`config.mk`:
```
export PLATFORM = sky130hd
export DESIGN_NAME = fsm_seq_decoder_flat
export DESIGN_NICKNAME = d
export VERILOG_FILES = /design/src/rtl/fsm_seq_decoder_if.sv /design/src/rtl/fsm_seq_decoder.sv /design/src/flat_wrapper.sv
export SDC_FILE = /design/constraint.sdc
export NUM_CORES = 1
export LEC_CHECK = 0
export CELL_PAD_IN_SITES_DETAIL_PLACEMENT = 1
export CELL_PAD_IN_SITES_GLOBAL_PLACEMENT = 1
export CORE_MARGIN = 1.5
export CORE_UTILIZATION = 33
export CTS_CLUSTER_SIZE = 14
export DETAILED_ROUTE_END_ITERATION = 10
export PLACE_DENSITY = 0.87
export SLEW_MARGIN = 40
export SYNTH_ARGS = -nofsm -noshare
export SYNTH_HDL_FRONTEND = slang
export SYNTH_SLANG_ARGS = --single-unit
```
`constraint.sdc`:
```
create_clock -name clk -period 2.2 [get_ports clk]
set_input_delay 0.44 -clock clk [delete_from_list [all_inputs] [get_ports clk]]
set_output_delay 0.44 -clock clk [all_outputs]
set_load 0.02 [all_outputs]
```
`src/rtl/fsm_seq_decoder_if.sv`:
```
// Instruction and memory-side bus of the sequenced decoder.
// Handshake rules:
//   instruction: a transfer happens on a rising edge where instr_valid=1 and
//   instr_ready=1. The source holds opcode/op1/op2 stable while instr_valid=1.
//   instr_ready is high only while the decoder is idle.
//   memory: mem_req/mem_we/addresses stay stable until mem_ack=1 is seen in
//   the wait state or the wait times out. mem_we is meaningful only while
//   mem_req=1.
interface fsm_seq_decoder_if #(
  parameter int ADDR_W = 2,
  parameter int CNT_W  = 8
);
  logic              instr_valid;
  logic              instr_ready;
  logic [2:0]        opcode;
  logic [ADDR_W-1:0] op1;
  logic [ADDR_W-1:0] op2;
  logic [2:0]        alu_opcode;
  logic [ADDR_W-1:0] rd_addr1;
  logic [ADDR_W-1:0] rd_addr2;
  logic [ADDR_W-1:0] wrt_addr;
  logic              wrt_en;
  logic              load_data;
  logic              mem_req;
  logic              mem_we;
  logic              mem_ack;
  logic              busy;
  logic              err;
  logic [CNT_W-1:0]  instr_cnt;

  // Instruction source / memory model side.
  modport master (
    output instr_valid, opcode, op1, op2, mem_ack,
    input  instr_ready, alu_opcode, rd_addr1, rd_addr2, wrt_addr, wrt_en,
           load_data, mem_req, mem_we, busy, err, instr_cnt
  );

  // Decoder side.
  modport slave (
    input  instr_valid, opcode, op1, op2, mem_ack,
    output instr_ready, alu_opcode, rd_addr1, rd_addr2, wrt_addr, wrt_en,
           load_data, mem_req, mem_we, busy, err, instr_cnt
  );
endinterface

```
`src/rtl/fsm_seq_decoder.sv`:
```
// Sequenced instruction decoder for the Fibonacci datapath.
// One instruction at a time: IDLE accepts, EXEC drives the register file and
// ALU for one cycle, LOAD/STORE additionally wait in MEM_WAIT for mem_ack or
// a timeout. Retired instructions are counted with saturation.
module fsm_seq_decoder #(
  parameter int ADDR_W  = 2,
  parameter int CNT_W   = 8,
  parameter int TIMEOUT = 16
) (
  input  logic                clk,
  input  logic                rst,
  fsm_seq_decoder_if.slave    bus,
  output logic [1:0]          o_dbg_state
);

  typedef enum logic [1:0] {
    S_IDLE     = 2'd0,
    S_EXEC     = 2'd1,
    S_MEM_WAIT = 2'd2
  } state_t;

  localparam logic [2:0] OP_NOP   = 3'b000;
  localparam logic [2:0] OP_SET   = 3'b001;
  localparam logic [2:0] OP_INC   = 3'b010;
  localparam logic [2:0] OP_DEC   = 3'b011;
  localparam logic [2:0] OP_LOAD  = 3'b100;
  localparam logic [2:0] OP_STORE = 3'b101;
  localparam logic [2:0] OP_ADD   = 3'b110;
  localparam logic [2:0] OP_COPY  = 3'b111;

  localparam int              TO_W    = $clog2(TIMEOUT + 1);
  localparam logic [TO_W-1:0] TO_LAST = TO_W'(TIMEOUT - 1);
  localparam logic [CNT_W-1:0] CNT_MAX = '1;

  state_t            r_state;
  state_t            w_next_state;
  logic [2:0]        r_opcode;
  logic [ADDR_W-1:0] r_op1;
  logic [ADDR_W-1:0] r_op2;
  logic [TO_W-1:0]   r_to_cnt;
  logic [CNT_W-1:0]  r_instr_cnt;

  // Decoded fields of the latched instruction (valid in EXEC and MEM_WAIT).
  logic [ADDR_W-1:0] w_dec_rd1;
  logic [ADDR_W-1:0] w_dec_rd2;
  logic [ADDR_W-1:0] w_dec_wa;
  logic              w_dec_wr;
  logic              w_dec_mem;
  logic              w_dec_store;

  // FSM-driven outputs and control.
  logic              w_ready;
  logic              w_busy;
  logic [2:0]        w_alu;
  logic [ADDR_W-1:0] w_rd1;
  logic [ADDR_W-1:0] w_rd2;
  logic [ADDR_W-1:0] w_wa;
  logic              w_wrt_en;
  logic              w_load_data;
  logic              w_mem_req;
  logic              w_mem_we;
  logic              w_err;
  logic              w_retire;
  logic              w_to_inc;
  logic              w_accept;

  assign w_accept = (r_state == S_IDLE) && bus.instr_valid;

  // Field decode of the latched opcode into register-file/memory intent.
  always_comb begin
    w_dec_rd1   = '0;
    w_dec_rd2   = '0;
    w_dec_wa    = '0;
    w_dec_wr    = 1'b0;
    w_dec_mem   = 1'b0;
    w_dec_store = 1'b0;
    case (r_opcode)
      OP_SET: begin
        w_dec_wa = r_op1;
        w_dec_wr = 1'b1;
      end
      OP_INC, OP_DEC: begin
        w_dec_rd1 = r_op1;
        w_dec_wa  = r_op1;
        w_dec_wr  = 1'b1;
      end
      OP_ADD: begin
        w_dec_rd1 = r_op1;
        w_dec_rd2 = r_op2;
        w_dec_wa  = r_op1;
        w_dec_wr  = 1'b1;
      end
      OP_COPY: begin
        w_dec_rd1 = r_op2;
        w_dec_wa  = r_op1;
        w_dec_wr  = 1'b1;
      end
      OP_LOAD: begin
        w_dec_wa  = r_op1;
        w_dec_mem = 1'b1;
      end
      OP_STORE: begin
        w_dec_rd1   = r_op1;
        w_dec_mem   = 1'b1;
        w_dec_store = 1'b1;
      end
      default: ;  // NOP drives nothing
    endcase
  end

  // Next-state and output logic. Write/error strobes are masked by rst so a
  // reset landing on a completing cycle never commits anything.
  always_comb begin
    w_next_state = r_state;
    w_ready      = 1'b0;
    w_busy       = 1'b0;
    w_alu        = 3'b000;
    w_rd1        = '0;
    w_rd2        = '0;
    w_wa         = '0;
    w_wrt_en     = 1'b0;
    w_load_data  = 1'b0;
    w_mem_req    = 1'b0;
    w_mem_we     = 1'b0;
    w_err        = 1'b0;
    w_retire     = 1'b0;
    w_to_inc     = 1'b0;
    case (r_state)
      S_IDLE: begin
        w_ready = 1'b1;
        if (bus.instr_valid) w_next_state = S_EXEC;
      end
      S_EXEC: begin
        w_busy    = 1'b1;
        w_alu     = r_opcode;
        w_rd1     = w_dec_rd1;
        w_rd2     = w_dec_rd2;
        w_wa      = w_dec_wa;
        w_wrt_en  = w_dec_wr && !rst;
        w_mem_req = w_dec_mem;
        w_mem_we  = w_dec_store;
        if (w_dec_mem) begin
          w_next_state = S_MEM_WAIT;
        end else begin
          w_next_state = S_IDLE;
          w_retire     = 1'b1;
        end
      end
      S_MEM_WAIT: begin
        w_busy    = 1'b1;
        w_alu     = r_opcode;
        w_rd1     = w_dec_rd1;
        w_rd2     = w_dec_rd2;
        w_wa      = w_dec_wa;
        w_mem_req = 1'b1;
        w_mem_we  = w_dec_store;
        if (bus.mem_ack) begin
          w_next_state = S_IDLE;
          w_retire     = 1'b1;
          if (!w_dec_store) begin
            // The load write-back cycle drops mem_req so a write strobe and a
            // memory request never coincide.
            w_mem_req   = 1'b0;
            w_wrt_en    = !rst;
            w_load_data = !rst;
          end
        end else if (r_to_cnt == TO_LAST) begin
          w_next_state = S_IDLE;
          w_err        = !rst;
        end else begin
          w_to_inc = 1'b1;
        end
      end
      default: w_next_state = S_IDLE;
    endcase
  end

  // State register, instruction latch, timeout counter and retire counter.
  always_ff @(posedge clk) begin
    if (rst) begin
      r_state     <= S_IDLE;
      r_opcode    <= '0;
      r_op1       <= '0;
      r_op2       <= '0;
      r_to_cnt    <= '0;
      r_instr_cnt <= '0;
    end else begin
      r_state <= w_next_state;
      if (w_accept) begin
        r_opcode <= bus.opcode;
        r_op1    <= bus.op1;
        r_op2    <= bus.op2;
      end
      if (w_to_inc) r_to_cnt <= r_to_cnt + 1'b1;
      else          r_to_cnt <= '0;
      if (w_retire && (r_instr_cnt != CNT_MAX)) r_instr_cnt <= r_instr_cnt + 1'b1;
    end
  end

  assign bus.instr_ready = w_ready;
  assign bus.busy        = w_busy;
  assign bus.alu_opcode  = w_alu;
  assign bus.rd_addr1    = w_rd1;
  assign bus.rd_addr2    = w_rd2;
  assign bus.wrt_addr    = w_wa;
  assign bus.wrt_en      = w_wrt_en;
  assign bus.load_data   = w_load_data;
  assign bus.mem_req     = w_mem_req;
  assign bus.mem_we      = w_mem_we;
  assign bus.err         = w_err;
  assign bus.instr_cnt   = r_instr_cnt;
  assign o_dbg_state     = r_state;

endmodule

```
`src/flat_wrapper.sv`:
```
// flat-port wrapper written by rule: the top's interface ports become plain ports
module fsm_seq_decoder_flat 
#(
  parameter int ADDR_W  = 2,
  parameter int CNT_W   = 8,
  parameter int TIMEOUT = 16
)
  (clk, rst, o_dbg_state, bus_instr_valid, bus_opcode, bus_op1, bus_op2, bus_mem_ack, bus_instr_ready, bus_alu_opcode, bus_rd_addr1, bus_rd_addr2, bus_wrt_addr, bus_wrt_en, bus_load_data, bus_mem_req, bus_mem_we, bus_busy, bus_err, bus_instr_cnt);
  fsm_seq_decoder_if #(.ADDR_W(ADDR_W), .CNT_W(CNT_W)) bus_i ();
  input  logic clk;
  input  logic rst;
  output logic [1:0] o_dbg_state;
  input wire logic [$bits(bus_i.instr_valid)-1:0] bus_instr_valid;
  input wire logic [$bits(bus_i.opcode)-1:0] bus_opcode;
  input wire logic [$bits(bus_i.op1)-1:0] bus_op1;
  input wire logic [$bits(bus_i.op2)-1:0] bus_op2;
  input wire logic [$bits(bus_i.mem_ack)-1:0] bus_mem_ack;
  output wire logic [$bits(bus_i.instr_ready)-1:0] bus_instr_ready;
  output wire logic [$bits(bus_i.alu_opcode)-1:0] bus_alu_opcode;
  output wire logic [$bits(bus_i.rd_addr1)-1:0] bus_rd_addr1;
  output wire logic [$bits(bus_i.rd_addr2)-1:0] bus_rd_addr2;
  output wire logic [$bits(bus_i.wrt_addr)-1:0] bus_wrt_addr;
  output wire logic [$bits(bus_i.wrt_en)-1:0] bus_wrt_en;
  output wire logic [$bits(bus_i.load_data)-1:0] bus_load_data;
  output wire logic [$bits(bus_i.mem_req)-1:0] bus_mem_req;
  output wire logic [$bits(bus_i.mem_we)-1:0] bus_mem_we;
  output wire logic [$bits(bus_i.busy)-1:0] bus_busy;
  output wire logic [$bits(bus_i.err)-1:0] bus_err;
  output wire logic [$bits(bus_i.instr_cnt)-1:0] bus_instr_cnt;
  assign bus_i.instr_valid = bus_instr_valid;
  assign bus_i.opcode = bus_opcode;
  assign bus_i.op1 = bus_op1;
  assign bus_i.op2 = bus_op2;
  assign bus_i.mem_ack = bus_mem_ack;
  assign bus_instr_ready = bus_i.instr_ready;
  assign bus_alu_opcode = bus_i.alu_opcode;
  assign bus_rd_addr1 = bus_i.rd_addr1;
  assign bus_rd_addr2 = bus_i.rd_addr2;
  assign bus_wrt_addr = bus_i.wrt_addr;
  assign bus_wrt_en = bus_i.wrt_en;
  assign bus_load_data = bus_i.load_data;
  assign bus_mem_req = bus_i.mem_req;
  assign bus_mem_we = bus_i.mem_we;
  assign bus_busy = bus_i.busy;
  assign bus_err = bus_i.err;
  assign bus_instr_cnt = bus_i.instr_cnt;
  fsm_seq_decoder #(.ADDR_W(ADDR_W), .CNT_W(CNT_W), .TIMEOUT(TIMEOUT)) u_core (.clk(clk), .rst(rst), .bus(bus_i), .o_dbg_state(o_dbg_state));
endmodule
```
==> results of run 1 <==
timing repair:
action / in CTS / in global routing
gates resized for setup: 30 / 9
hold endpoints to repair: 0 / 0
pin swaps: 0 / 1
endpoints found under the setup margin: 15 / 8
how the worst max path moves through the flow:
stage / start / cells after the start / to
final: bus_mem_ack / 6 / bus_mem_req
after CTS: u_core.o_dbg_state[0] / 7 / bus_wrt_en
after global placement: bus_mem_ack / 6 / bus_wrt_en
after detailed placement: bus_mem_ack / 6 / bus_wrt_en
after floorplan: u_core.o_dbg_state[1] / 5 / bus_rd_addr2[0]
after global routing: u_core.o_dbg_state[1] / 5 / bus_mem_we
per-stage QoR:
step,power [mW],hold WS [ps]
global placement,0.574,428
global route,0.872,472
detailed placement,0.581,445
floorplan,0.508,418
finish,0.831,453
CTS,0.834,460
final cells by class:
| cell class | count | area share (%) |
|---|---|---|
| clock buffer | 3 | 2.33 |
| inverter | 9 | 1.91 |
| multi-input combinational | 114 | 42.8 |
| sequential | 22 | 25.1 |
| tap | 46 | 3.25 |
| timing repair buffer | 49 | 24.6 |
power by group:
group          leakage [nW]  internal (mW)  switching [mW]  total [mW]
clock                0.0216          0.122           0.133       0.255
sequential            0.180          0.408          0.0139       0.422
combinational         0.498         0.0754          0.0780       0.153
worst reg2reg max path, stage by stage, from the launching register on:
cell and delay (ps):
sky130_fd_sc_hd__dfxtp_4 380, sky130_fd_sc_hd__inv_2 60, sky130_fd_sc_hd__ha_4 230, sky130_fd_sc_hd__buf_4 140
sky130_fd_sc_hd__and3_4 150, sky130_fd_sc_hd__a31oi_2 310, sky130_fd_sc_hd__a21oi_2 100, sky130_fd_sc_hd__mux2_4 310
per-layer routing:
layer	part of all wire [%]	up-vias	track usage [%]
met5	0	-	0
met4	1.6	0	5.16
met3	2.7	6	3.17
met2	51	23	32.4
met1	45	618	23.1
li1	-	623	-
cell usage after synthesis (all sizes together):
master / number
a2111oi: 1
a211oi: 3
a21oi: 15
a311oi: 1
a31o: 1
a31oi: 4
a41oi: 2
and2: 6
and3: 4
and3b: 2
and4: 1
and4b: 1
buf: 3
clkbuf: 3
dfxtp: 22
ha: 6
inv: 9
mux2: 1
mux2i: 3
nand2: 14
nand2b: 5
nand3: 10
nand4: 1
nor2: 14
nor2b: 1
nor3: 7
nor3b: 1
nor4b: 1
o21a: 1
o21ai: 1
o22ai: 1
or2: 1
or3: 1
xnor2: 2
xor2: 2
state kept, by name, summed over array words and instances, names as in the netlist:
| name | flops |
|---|---|
| u_core.r_to_cnt | 5 |
| u_core.r_opcode | 3 |
| u_core.o_dbg_state | 2 |
| u_core.r_op1 | 2 |
| u_core.r_op2 | 2 |
| u_core.bus.instr_cnt | 8 |
logic make-up after synthesis:
family                   count (synthesis)  share of synthesized area (%)
multiplexers                             4                           3.68
buffers and inverters                   15                           4.70
flip-flops                              22                           36.0
AO/OA/AOI/OAI                           30                           15.9
adder cells (fa/ha/maj)                  6                           6.13
AND/OR/NAND/NOR                         70                           30.7
XOR/XNOR                                 4                           2.86
==> impl_summary.log, run 1 <==
[metrics] arrival time reported for the critical path endpoint: 1710 ps
[metrics] Net count, final: between 200 and 250
[metrics] unrepaired setup endpoints after global routing: false
[metrics] detailed-route via count: 1270
[metrics] floorplan core area: roughly 0.0034 mm2
[metrics] CP top delay family: buffers and inverters
[metrics] Worst R2R Path Depth: 7
[metrics] Synth cell types: 43
[metrics] count of mapped cells out of synthesis: 151
[metrics] wire length per cell after detailed routing: 15.2 um
[metrics] count of boundary I/O pins: 37
[metrics] Finished Layout Cells: 243
[metrics] pin count of the biggest net entering global routing: 12
[metrics] cell with the largest stage delay on the worst path: sky130_fd_sc_hd__clkdlybuf4s50_1
[metrics] leakage power of the design: approximately 0.70 nW
[metrics] warnings from Yosys: 0
[metrics] CTS Root Buffer Type: sky130_fd_sc_hd__clkbuf_8
[metrics] Worst Path Max Fanout: 5
[metrics] Power Dens Cells: 469 mW/mm2
[metrics] post-route clock skew: ~5.9 ps
[metrics] peak supply drop: 0.000227 V
[metrics] Cell Area, Synth: 0.00122 mm2
[metrics] number of nets with antenna violations after routing: 0
[metrics] Synth Area per Inst: around 8.1 um2
[metrics] commonest non-fill, non-tap cell in the layout: sky130_fd_sc_hd__clkdlybuf4s50_1
[metrics] via count of the first global-routing pass: ~1300
[metrics] pre-CTS WS: -418 ps
[metrics] antenna violations before repair: 0
[metrics] cell total after placement: 240
[metrics] list of cells traversed by the critical path: clkdlybuf4s50_1 -> buf_4 -> nand2b_2 -> o21a_1 -> nor2_1 -> clkdlybuf4s15_2
[metrics] TritonCTS clock tree: done
[metrics] aggregate global-route resource usage: 18.5%
[metrics] antenna cell count: 0
[metrics] top achievable clock speed: 465 MHz
[metrics] reg-to-reg critical path endpoint: u_core.bus.instr_cnt[0]
[metrics] most area-hungry cell type in the Yosys netlist: sky130_fd_sc_hd__dfxtp_1
[metrics] number of buffers added for setup after CTS: 0
[metrics] Reg2Reg Launch Point: u_core.o_dbg_state[1]
[metrics] maximum clock path buffer count: 2
[metrics] type of the worst setup path: in2out
[metrics] top library cells by usage in the layout, fill and taps aside: sky130_fd_sc_hd__clkdlybuf4s50_1 (22), sky130_fd_sc_hd__dfxtp_1 (20), sky130_fd_sc_hd__a21oi_1 (14), sky130_fd_sc_hd__nor2_1 (14)
[metrics] area taken by multi-input logic gates: about 760 um2
[metrics] internal reg-to-reg setup slack: roughly 420 ps
[metrics] detailed placer's ending HPWL: 2820 um
[metrics] fillers: between 400 and 500
[metrics] final number of hold-violating endpoints: 0
[metrics] Die Y-Extent: about 64 um
[metrics] required time at the worst-slack endpoint: around 1800 ps
[metrics] number of buffers inserted by port buffering: 36
[metrics] Seq cells post-synth: 22
[metrics] clock slew at reported path FFs: 80 ps
[metrics] setup-violating endpoint count in the final report: 0
[metrics] worst-skew pair later-pin latency: between 200 and 300 ps
[metrics] die area: between 0.004 and 0.005 mm2
[metrics] row cnt: 21
[metrics] capture endpoint of the worst hold path: u_core.r_to_cnt[0]
[metrics] total area of sequential cells: 445 um2
[metrics] total of max-cap violations: 0
[metrics] post-route core utilization: 51.5%
[metrics] number of sinks handled by clock tree synthesis: 22
[metrics] Hold Crit Start: u_core.r_to_cnt[0]
[metrics] Worst Hold Class: reg2reg
[metrics] Slew headroom: around 75%
[metrics] grt total ovfl: 0
[metrics] Critical Path Sink Type: output port
[metrics] final critical-path share of the clock period: 97.7%
[metrics] share of layout cells above drive strength 1: a little over a fifth
[metrics] initial standard-cell utilization of the core: 35.6%
[metrics] cell area after layout: 0.00177 mm2
[metrics] clock buffer count from CTS: 3
[metrics] top area cells in the synthesized netlist: sky130_fd_sc_hd__dfxtp_1 (36%), sky130_fd_sc_hd__ha_1 (6.1%), sky130_fd_sc_hd__a21oi_1 (5.7%), sky130_fd_sc_hd__nand2_1 (4.3%), sky130_fd_sc_hd__nor2_1 (4.3%)
[metrics] Hold Path Stages: 1
[metrics] Worst-Margin Slew: 371 ps
[metrics] die boundary width: 63.9 um
[metrics] number of remaining DRC errors: 0
[metrics] outcome: finished, final reports clean
[metrics] DRC marker count from the first detailed-route iteration: 35
[metrics] final wirelength: 3690 um
[metrics] placed instance area: between 0.0015 and 0.002 mm2
[metrics] signed area change from the synthesized netlist to the final layout: 44.7%
[metrics] final-layout setup total negative slack: 0 ps
[metrics] longest individual stage delay on the worst path: 420 ps
[metrics] GP Congestion: 0.788
[metrics] Synth top area share: 36.0%
[metrics] Setup crit start kind: input port
[metrics] number of buffer and inverter stages on the critical path: 3
[metrics] count of H-tree levels built during CTS: 1
[metrics] Final Max Tran Viols: 0
[metrics] fraction of the yosys area taken by sequential cells: 36.0%
[metrics] via density per instance: ~5.2
[metrics] Final Critical Period: 2150 ps
[metrics] Pre-Repair DR Iteration Count: 4
[metrics] number of hold-repair buffers added at the cts stage: 0
[metrics] Synthesized Nets: 168
[metrics] global-route wire length before repair: 5990 um
[metrics] Setup WS post-layout: 51.5 ps
(Power assumes the default switching activity.)
==> run 2: changes to the inputs <==
==> constraint.sdc (replaced) <==
create_clock -name clk -period 2 [get_ports clk]
set_input_delay 0.4 -clock clk [delete_from_list [all_inputs] [get_ports clk]]
set_output_delay 0.4 -clock clk [all_outputs]
set_load 0.02 [all_outputs]
==> run 2 against run 1 <==
The run now ends with setup timing left. Utilization up 5.0 points. Die area unchanged. Sequential share of layout area down 2.3 points. Clock power up 68%. Global-route usage up 3.1 points. Cell count up 5.8%. Sequential cell count unchanged. First-iteration DRC count up 63%. Worst setup slack worse by 90 ps. Total power up 32%. Register-to-register slack worse by 320 ps. Final area up 9.7%. Critical endpoint is now bus_wrt_en. Largest power group unchanged.
==> impl_summary.log, run 2 (synthesis gave the netlist of run 1 again) <==
[metrics] Worst Path Max Fanout: 5 (unchanged)
[metrics] Finished Layout Cells: 257 (+5.8%)
[metrics] reg-to-reg critical path endpoint: u_core.bus.instr_cnt[7]
[metrics] Final Critical Period: 2040 ps
[metrics] die boundary width: 63.9 um (unchanged)
[metrics] Reg2Reg Launch Point: u_core.o_dbg_state[1]
[metrics] post-route clock skew: 10.7 ps (+4.79 ps)
[metrics] Slew headroom: 76.1% (+0.90 points)
[metrics] type of the worst setup path: reg2out
[metrics] number of remaining DRC errors: 0 (unchanged)
[metrics] detailed placer's ending HPWL: 2870 um (+1.9%)
[metrics] failing checks: setup timing
[metrics] Net count, final: 229 (+6.0%)
[metrics] switching component of the power: 280 uW (+25%)
[metrics] row cnt: 21 (unchanged)
[metrics] Worst R2R Path Depth: 8 (+1)
[metrics] Die Y-Extent: 63.9 um (unchanged)
[metrics] Worst Hold Class: reg2reg
[metrics] count of H-tree levels built during CTS: 1 (unchanged)
[metrics] antenna violations before repair: 0 (unchanged)
[metrics] DRC marker count from the first detailed-route iteration: 57 (+63%)
[metrics] number of flip-flops under the largest register name: 8 (unchanged)
[metrics] floorplan core area: 0.00344 mm2 (unchanged)
[metrics] final number of hold-violating endpoints: 0 (unchanged)
[metrics] via density per instance: 5.31 (+1.6%)
[metrics] wire length per cell after detailed routing: 18.5 um (+22%)
[metrics] setup-violating endpoint count in the final report: 5 (+5)
[metrics] Total Power: 1.10 mW (+32%)
[metrics] top achievable clock speed: between 400 and 500 MHz
[metrics] arrival time reported for the critical path endpoint: 1640 ps (-70 ps)
[metrics] cell total after placement: 250 (+4.2%)
[metrics] post-route core utilization: 56.5% (+5.0 points)
[metrics] final wirelength: 4760 um (+29%)
[metrics] Pre-Repair DR Iteration Count: 4 (unchanged)
[metrics] worst setup path startpoint: u_core.o_dbg_state[1]
[metrics] Setup crit start kind: flop
[metrics] number of nets with antenna violations after routing: 0 (unchanged)
[metrics] worst-skew pair later-pin latency: 270 ps (about the same)
[metrics] number of sinks handled by clock tree synthesis: 22 (unchanged)
[metrics] count of boundary I/O pins: 37 (unchanged)
[metrics] grt total ovfl: 0 (unchanged)
[metrics] pin count of the biggest net entering global routing: 14 (+2)
[metrics] signed area change from the synthesized netlist to the final layout: 58.7%
[metrics] CTS Root Buffer Type: sky130_fd_sc_hd__clkbuf_8
[metrics] TritonCTS clock tree: done
[metrics] internal reg-to-reg setup slack: 100 ps (-320 ps)
[metrics] Setup WS post-layout: -38.9 ps (-90.4 ps)
[metrics] GP Congestion: 0.779 (-1.1%)
[metrics] sw frac: 25.6% (-1.5 points)
[metrics] Power Internal: 815 uW (+35%)
[metrics] share of layout cells above drive strength 1: 32.7% (+11 points)
[metrics] proportion of power drawn by flip-flops and latches: 42.5% (-8.3 points)
[metrics] global-route wire length before repair: 6940 um (+16%)
[metrics] Hold Path Stages: 2 (+1)
[metrics] maximum clock path buffer count: 2 (unchanged)
[metrics] number of buffers inserted by port buffering: 36 (unchanged)
[metrics] combinational group share of total power: 18.4% (about the same)
[metrics] pre-CTS WS: -600 ps (-182 ps)
[metrics] initial standard-cell utilization of the core: 35.6% (unchanged)
[metrics] clock share of power: 39.1% (+8.4 points)
[metrics] Worst-Margin Slew: 354 ps (-17.2 ps)
[metrics] unrepaired setup endpoints after global routing: true
[metrics] aggregate global-route resource usage: 21.6% (+3.1 points)
[metrics] final critical-path share of the clock period: 102%
[metrics] detailed-route via count: 1364 (+7.4%)
[metrics] total of max-cap violations: 0 (unchanged)
[metrics] outcome: finished, violations left
[metrics] clock slew at reported path FFs: 90 ps (about the same)
[metrics] Critical Path Sink Type: output port
[metrics] commonest non-fill, non-tap cell in the layout: sky130_fd_sc_hd__buf_4
[metrics] clock buffer count from CTS: 3 (unchanged)
[metrics] Power Dens Cells: 563 mW/mm2 (+20%)
[metrics] peak supply drop: 0.000564 V (+150%)
[metrics] via count of the first global-routing pass: 1425 (+7.4%)
[metrics] die area: 0.00409 mm2 (unchanged)
[metrics] leakage power of the design: 0.796 nW (+14%)
[metrics] number of hold-repair buffers added at the cts stage: 0 (unchanged)
[metrics] worst setup path endpoint: bus_wrt_en
[metrics] required time at the worst-slack endpoint: 1600 ps (-160 ps)
[metrics] top library cells by usage in the layout, fill and taps aside: sky130_fd_sc_hd__buf_4 (26), sky130_fd_sc_hd__clkdlybuf4s50_1 (20), sky130_fd_sc_hd__dfxtp_1 (19)
[metrics] antenna cell count: 0 (unchanged)
[metrics] Final Max Tran Viols: 0 (unchanged)
-- run 2: what timing repair did --
action,4_1_cts,5_1_grt
resized for setup,53,24
pin swaps,2,4
endpoints found under the setup margin,15,10
setup buffers,3,0
-- run 2: worst min path at each step --
stage	startpoint	slack (ps)	endpoint
6_report	u_core.r_opcode[0]	510	u_core.r_opcode[0]
5_1_grt	u_core.r_op2[0]	540	u_core.r_op2[0]
4_1_cts	u_core.r_op1[1]	490	u_core.r_op1[1]
3_5_place_dp	u_core.r_op1[1]	480	u_core.r_op1[1]
3_3_place_gp	u_core.r_op1[1]	470	u_core.r_op1[1]
2_1_floorplan	u_core.r_to_cnt[0]	420	u_core.r_to_cnt[0]
-- run 2: power by group through the flow --
stage	combinational [mW]	sequential, mW	clock [mW]
4_1_cts	0.188	0.463	0.424
5_1_grt	0.214	0.467	0.451
2_1_floorplan	0.0907	0.472	0
3_5_place_dp	0.184	0.473	0
3_3_place_gp	0.177	0.472	0
6_report	0.201	0.466	0.428
-- run 2: through the flow --
step / instance area (um2) / TNS, ps / hold WS (ps)
2_1_floorplan: 1240 / 0 / 418
3_3_place_gp: 1810 / -2020 / 470
3_5_place_dp: 1810 / -2630 / 480
4_1_cts: 1900 / -19.3 / 492
5_1_grt: 1940 / -331 / 537
6_report: 1940 / -137 / 513
-- run 2: routing by layer --
layer  routed length [um]  global-route usage [%]  vias to the layer above
li1                     -                       -                      650
met1                 2120                    25.7                      680
met2                 2460                    38.7                       28
met3                  107                    4.23                        6
met4                   67                    7.07                        0
met5                    0                       0                        -
-- run 2: cell type report --
class | count | area [um2]
Tap cell | 46 | 57.6
Clock buffer | 3 | 41.3
Multi-Input combinational cell | 114 | 812
Timing Repair Buffer | 62 | 523
Clock inverter | 1 | 30.0
Inverter | 9 | 36.3
Sequential cell | 22 | 444
Fill cell | 414 | 1500
-- run 2: critical path, stage by stage (launching register included) --
cell and delay, ps:
sky130_fd_sc_hd__dfxtp_2 390, sky130_fd_sc_hd__inv_2 80, sky130_fd_sc_hd__ha_4 300, sky130_fd_sc_hd__inv_2 70
sky130_fd_sc_hd__a2111oi_4 330, sky130_fd_sc_hd__buf_4 200
